--- config.mk ---
export PLATFORM = sky130hd
export DESIGN_NAME = fifo_wr_arbiter
export DESIGN_NICKNAME = d
export VERILOG_FILES = /design/src/rtl/fifo_wr_arbiter.sv
export SDC_FILE = /design/constraint.sdc
export NUM_CORES = 1
export LEC_CHECK = 0
export ABC_AREA = 1
export CAP_MARGIN = 20
export CORE_ASPECT_RATIO = 2
export CORE_UTILIZATION = 39
export DETAILED_ROUTE_END_ITERATION = 12
export PLACE_DENSITY = 0.89
export SETUP_SLACK_MARGIN = 0.2
export SLEW_MARGIN = 20
export SYNTH_ARGS = -nofsm -noshare
export SYNTH_HDL_FRONTEND = slang
export SYNTH_SLANG_ARGS = --single-unit
--- constraint.sdc ---
create_clock -name clk -period 4.1 [get_ports clk]
set_input_delay 0.82 -clock clk [delete_from_list [all_inputs] [get_ports clk]]
set_output_delay 0.82 -clock clk [all_outputs]
set_load 0.005 [all_outputs]
--- src/rtl/fifo_wr_arbiter.sv ---
// Round-robin write arbiter and read scheduler in front of an 8-bit x16 synchronous FIFO.
// Optional per-producer accepted-beat statistics are built when FIFO_ARB_STATS_EN is defined.
module fifo_wr_arbiter #(
  parameter int unsigned NREQ      = 4,
  parameter int unsigned DW        = 8,
  parameter int unsigned MAX_BURST = 4
) (
  input  logic                     clk,
  input  logic                     rst,
  input  logic [NREQ-1:0]          req_valid,
  input  logic [NREQ-1:0]          req_last,
  input  logic [NREQ*DW-1:0]       req_data,
  output logic [NREQ-1:0]          req_ready,
  input  logic                     cons_rd,
  output logic                     cons_ack,
  output logic                     cons_dv,
  output logic                     fifo_wr,
  output logic [DW-1:0]            fifo_din,
  output logic                     fifo_rd,
  input  logic                     fifo_full,
  input  logic                     fifo_empty,
  output logic [$clog2(NREQ)-1:0]  grant_id,
  output logic                     busy,
  input  logic [$clog2(NREQ)-1:0]  stat_sel,
  output logic [15:0]              stat_cnt
);

  localparam int unsigned IW = $clog2(NREQ);
  localparam int unsigned BW = $clog2(MAX_BURST + 1);

  localparam logic [0:0] ST_IDLE  = 1'b0;
  localparam logic [0:0] ST_BURST = 1'b1;

  logic [0:0]    state, state_n;
  logic [IW-1:0] rr_ptr, rr_ptr_n;
  logic [IW-1:0] grant_n;
  logic [BW-1:0] beat_cnt, beat_cnt_n;

  logic          rd_win;
  logic          accept;
  logic          win_found;
  logic [IW-1:0] win_id;
  logic [IW-1:0] idx;
  logic [IW-1:0] next_ptr;

  // Next-state, arbitration and combinational FIFO-side outputs
  always_comb begin
    state_n    = state;
    rr_ptr_n   = rr_ptr;
    grant_n    = grant_id;
    beat_cnt_n = beat_cnt;
    req_ready  = '0;
    fifo_wr    = 1'b0;
    fifo_din   = '0;
    accept     = 1'b0;
    win_found  = 1'b0;
    win_id     = '0;
    idx        = '0;

    rd_win   = cons_rd & ~fifo_empty;
    next_ptr = (grant_id == IW'(NREQ - 1)) ? '0 : grant_id + IW'(1);

    for (int unsigned k = 0; k < NREQ; k++) begin
      idx = IW'((32'(rr_ptr) + k) % NREQ);
      if (!win_found && req_valid[idx]) begin
        win_found = 1'b1;
        win_id    = idx;
      end
    end

    case (state)
      ST_IDLE: begin
        if (win_found) begin
          grant_n    = win_id;
          beat_cnt_n = '0;
          state_n    = ST_BURST;
        end
      end
      default: begin
        // A consumer read owns the FIFO this cycle, so the write must wait
        req_ready[grant_id] = ~fifo_full & ~rd_win;
        accept   = req_valid[grant_id] & req_ready[grant_id];
        fifo_wr  = accept;
        fifo_din = req_data[32'(grant_id)*DW +: DW];
        if (!req_valid[grant_id]) begin
          rr_ptr_n = next_ptr;
          state_n  = ST_IDLE;
        end else if (accept) begin
          beat_cnt_n = beat_cnt + BW'(1);
          if (req_last[grant_id] || (beat_cnt == BW'(MAX_BURST - 1))) begin
            rr_ptr_n = next_ptr;
            state_n  = ST_IDLE;
          end
        end
      end
    endcase

    fifo_rd  = cons_rd;
    cons_ack = rd_win;

    if (rst) begin
      req_ready = '0;
      fifo_wr   = 1'b0;
      fifo_din  = '0;
      fifo_rd   = 1'b0;
      cons_ack  = 1'b0;
      accept    = 1'b0;
    end
  end

  // State and registered outputs
  always_ff @(posedge clk) begin
    if (rst) begin
      state    <= ST_IDLE;
      rr_ptr   <= '0;
      grant_id <= '0;
      beat_cnt <= '0;
      busy     <= 1'b0;
      cons_dv  <= 1'b0;
    end else begin
      state    <= state_n;
      rr_ptr   <= rr_ptr_n;
      grant_id <= grant_n;
      beat_cnt <= beat_cnt_n;
      busy     <= (state_n == ST_BURST);
      cons_dv  <= cons_ack;
    end
  end

`ifdef FIFO_ARB_STATS_EN
  logic [15:0] beat_tot [NREQ];

  // Saturating accepted-beat counters with a registered read-out mux
  always_ff @(posedge clk) begin
    if (rst) begin
      for (int unsigned i = 0; i < NREQ; i++) beat_tot[i] <= '0;
      stat_cnt <= '0;
    end else begin
      if (accept && (beat_tot[grant_id] != 16'hFFFF))
        beat_tot[grant_id] <= beat_tot[grant_id] + 16'd1;
      stat_cnt <= (32'(stat_sel) < NREQ) ? beat_tot[stat_sel] : 16'h0000;
    end
  end
`else
  logic unused_stat_sel;
  assign unused_stat_sel = ^stat_sel;
  assign stat_cnt        = 16'h0000;
`endif

endmodule

==> results.md <==
* Setup TNS at 0 ns
* Run status: complete, no violations
* Die area at 3390 um^2
* Max-cap viol count at 0
* Grt ovf at 0
* Worst EP required at 3.28 ns
* Power per cell area at 469 nW/um^2
* Core Rows at 28
* Initial core utilization at 0.412
* Initial antenna violation count at 0
* Worst reg2reg path depth at 10
* Synth Cell Area at 1230 um^2
* Most common cell after layout, fill and taps aside: clkdlybuf4s50_1
* Remaining DRCs at 0
* Commonest cells after routing, fill and taps aside: clkdlybuf4s50_1 (63), nor2_1 (51), nand2_1 (47)
* Top cells by area, synth: nor2_1 (16%), dfxtp_1 (15%), nand2_1 (14%)
* Total Routing Usage GR at 0.208
* Fin nets at 332
* Number of detailed-routing iterations run before antenna repair at 4
* Tot Pwr at 0.856 mW
* Netlist cell types at 22
* CTS HTree Levels at 1
* Post-synthesis register bit count at 9
* Final worst-path cycle share at 0.841
* WL per Instance at 11.1 um
* Rel. slew slack at 0.635
* Cell count after synthesis at 220
* Root Buffer: clkbuf_8
* Yosys synthesis warning count at 0
* Leakage Power at 0.831 nW
* Most frequent CP cell: clkdlybuf4s50_1
* Final WL at 3410 um
* Worst r2r src: grant_id[1]
* Worst Path Arrival at 2.63 ns
* Fin. max-slew vios at 0
* CP max FO at 12
* Net Sw Power at 0.425 mW
* Crit end category: primary output
* DIE WIDTH at 41.7 um
* Avg Inst Size Synth at 5.58 um^2
* # IOs at 82
* Fillcell total at 289
* WP buf/inv at 3
* Startpoint types: input pin
* Routability cong. at 0.822
* Final Setup Violations at 0
* Crit path cell chain: clkdlybuf4s50_1, inv_1, nand2_1, a21oi_1, clkdlybuf4s50_1
* Leading area contributor after synthesis: nor2_1
* Critical path type: input pin to primary output
* Ant diodes at 0
* Final Skew at 0.00108 ns
* Class of the worst hold path: flip-flop to flip-flop
* CP startpoint: rst
* Post-synthesis sequential area ratio at 0.147
* Clk buf depth at 2
* RR Endpoint: rr_ptr[0]
* Largest net degree at the start of global routing at 24
* Detailed placer's ending HPWL at 2790 um
* Post-cts repair resize count at 0
* Chip height at 81.3 um
* Hold_buf cts at 0
* Area Overhead vs Synth at 48.7%
* Post-synth top area share at 0.156
* Worst skew pair latency at 0.24 ns
* CTS Buf Count at 3
* RSZ-0062 raised after global routing: false
* Pint at 0.431 mW
* Min Tclk post-route at 3.45 ns
* Share of cells above drive strength 1 at 0.0360
* Least-Margin Pin Slew at 0.546 ns
* Top FF cell, synth: dfxtp_1
* R2r setup slk at 1.96 ns
* Critical-path top delay cell: clkdlybuf4s50_1
* Top delay family on crit path: buffers and inverters
* Power share of the clock group at 0.123
* Via density at 4.83
* Max incr delay on CP at 0.54 ns
* Core area at 2980 um^2
* CTS tree: yes
* Power share of the combinational group at 0.686
* Worst VDD drop at 0.268 mV
* Hold endpoint: beat_cnt[2]
* Final hold violation count at 0
* Post-CTS Repair Setup Buffers at 0
* Port-buffer cells at 63
* First-pass GRT wire length at 5510 um
* Vias in the first global route at 1365
* Hold path depth at 2
* Async S/R FF share, synth at 0
* Core Util, Final at 0.613
* Hold slack at 0.465 ns
* EDFF count, synth at 0
* Sequential cell fraction of total power at 0.191
* Clk slew on worst S/H paths at 0.04 ns
* Switching share of power at 0.497
* Fmax at 290 MHz
* Sink Count at 9
* HP Start: beat_cnt[2]
* Initial DRC Count at 49
* Vias at 1488
* Final ANT Viol Nets at 0
## cell families (layout without fill, tap and decap cells)
group / after synthesis / in the layout / share of synthesized area
simple gates: 120 / 120 / 0.415
other cells: 1 / 16 / 0.00306
compound gates: 39 / 39 / 0.159
fa+ha+maj: 6 / 6 / 0.0612
buf+inv: 43 / 86 / 0.201
xor+xnor: 2 / 2 / 0.0143
flops: 9 / 9 / 0.147
## cell usage after synthesis (2+ instances only)
cell and count:
buf_4 18, clkbuf_1 3, nor2_1 51, nand2_1 47, o21ai_1 2, nand2_4 2
dfxtp_1 9, nand3_1 12, ha_1 6, buf_6 2, o21ai_0 23, nand4_1 4
buf_2 2, inv_1 17, a21oi_1 14, nand3_2 2
## power groups by stage
| stage | registers [mW] | clock network (mW) | logic [mW] |
|---|---|---|---|
| floorplan | 0.136 | 0 | 0.456 |
| global placement | 0.163 | 0 | 0.572 |
| detailed placement | 0.164 | 0 | 0.582 |
| CTS | 0.162 | 0.108 | 0.586 |
| global route | 0.169 | 0.110 | 0.667 |
| finish | 0.163 | 0.105 | 0.587 |
## flip-flops by register name, summed over array words and instances (netlist names)
signal	cells
rr_ptr	2
cons_dv	1
grant_id	2
beat_cnt	3
state	1
## worst max path at each step
stage                  endpoint  slack (ns)  depth (start not counted)
global placement    fifo_din[5]        0.64                          5
global route            fifo_wr        0.50                          8
finish              fifo_din[7]        0.65                          5
detailed placement  fifo_din[7]        0.63                          5
floorplan               fifo_wr        1.65                          9
CTS                 fifo_din[7]        0.62                          5
## final cells by class
cell class	instances	area, um^2	share of cell area
multi-input combinational	183	857	0.469
tap	30	37.5	0.0206
inverter	18	67.6	0.0370
sequential	9	180	0.0987
clock buffer	4	45.0	0.0247
timing repair buffer	64	638	0.350
## tightest hold or removal path: stages, from the launching register on
cell	delay [ns]
dfxtp_1	0.30
nand2_1	0.06
o21ai_1	0.06
## metrics by stage
| step | area, um^2 | cells | setup WS [ns] |
|---|---|---|---|
| CTS | 1830 | 308 | 0.625 |
| global route | 1830 | 308 | 0.499 |
| global placement | 1780 | 304 | 0.642 |
| finish | 1830 | 308 | 0.650 |
| floorplan | 1280 | 235 | 1.65 |
| detailed placement | 1780 | 304 | 0.629 |
## per-layer routing
layer / track usage / share of wire / vias to the layer above / wire length (um)
met5: 0 / 0 / - / 0
met4: 0.155 / 0.048 / 0 / 164
met3: 0.0244 / 0.050 / 11 / 169
met2: 0.419 / 0.54 / 58 / 1850
met1: 0.176 / 0.36 / 637 / 1230
li1: - / - / 782 / -
(Power assumes the default switching activity.)
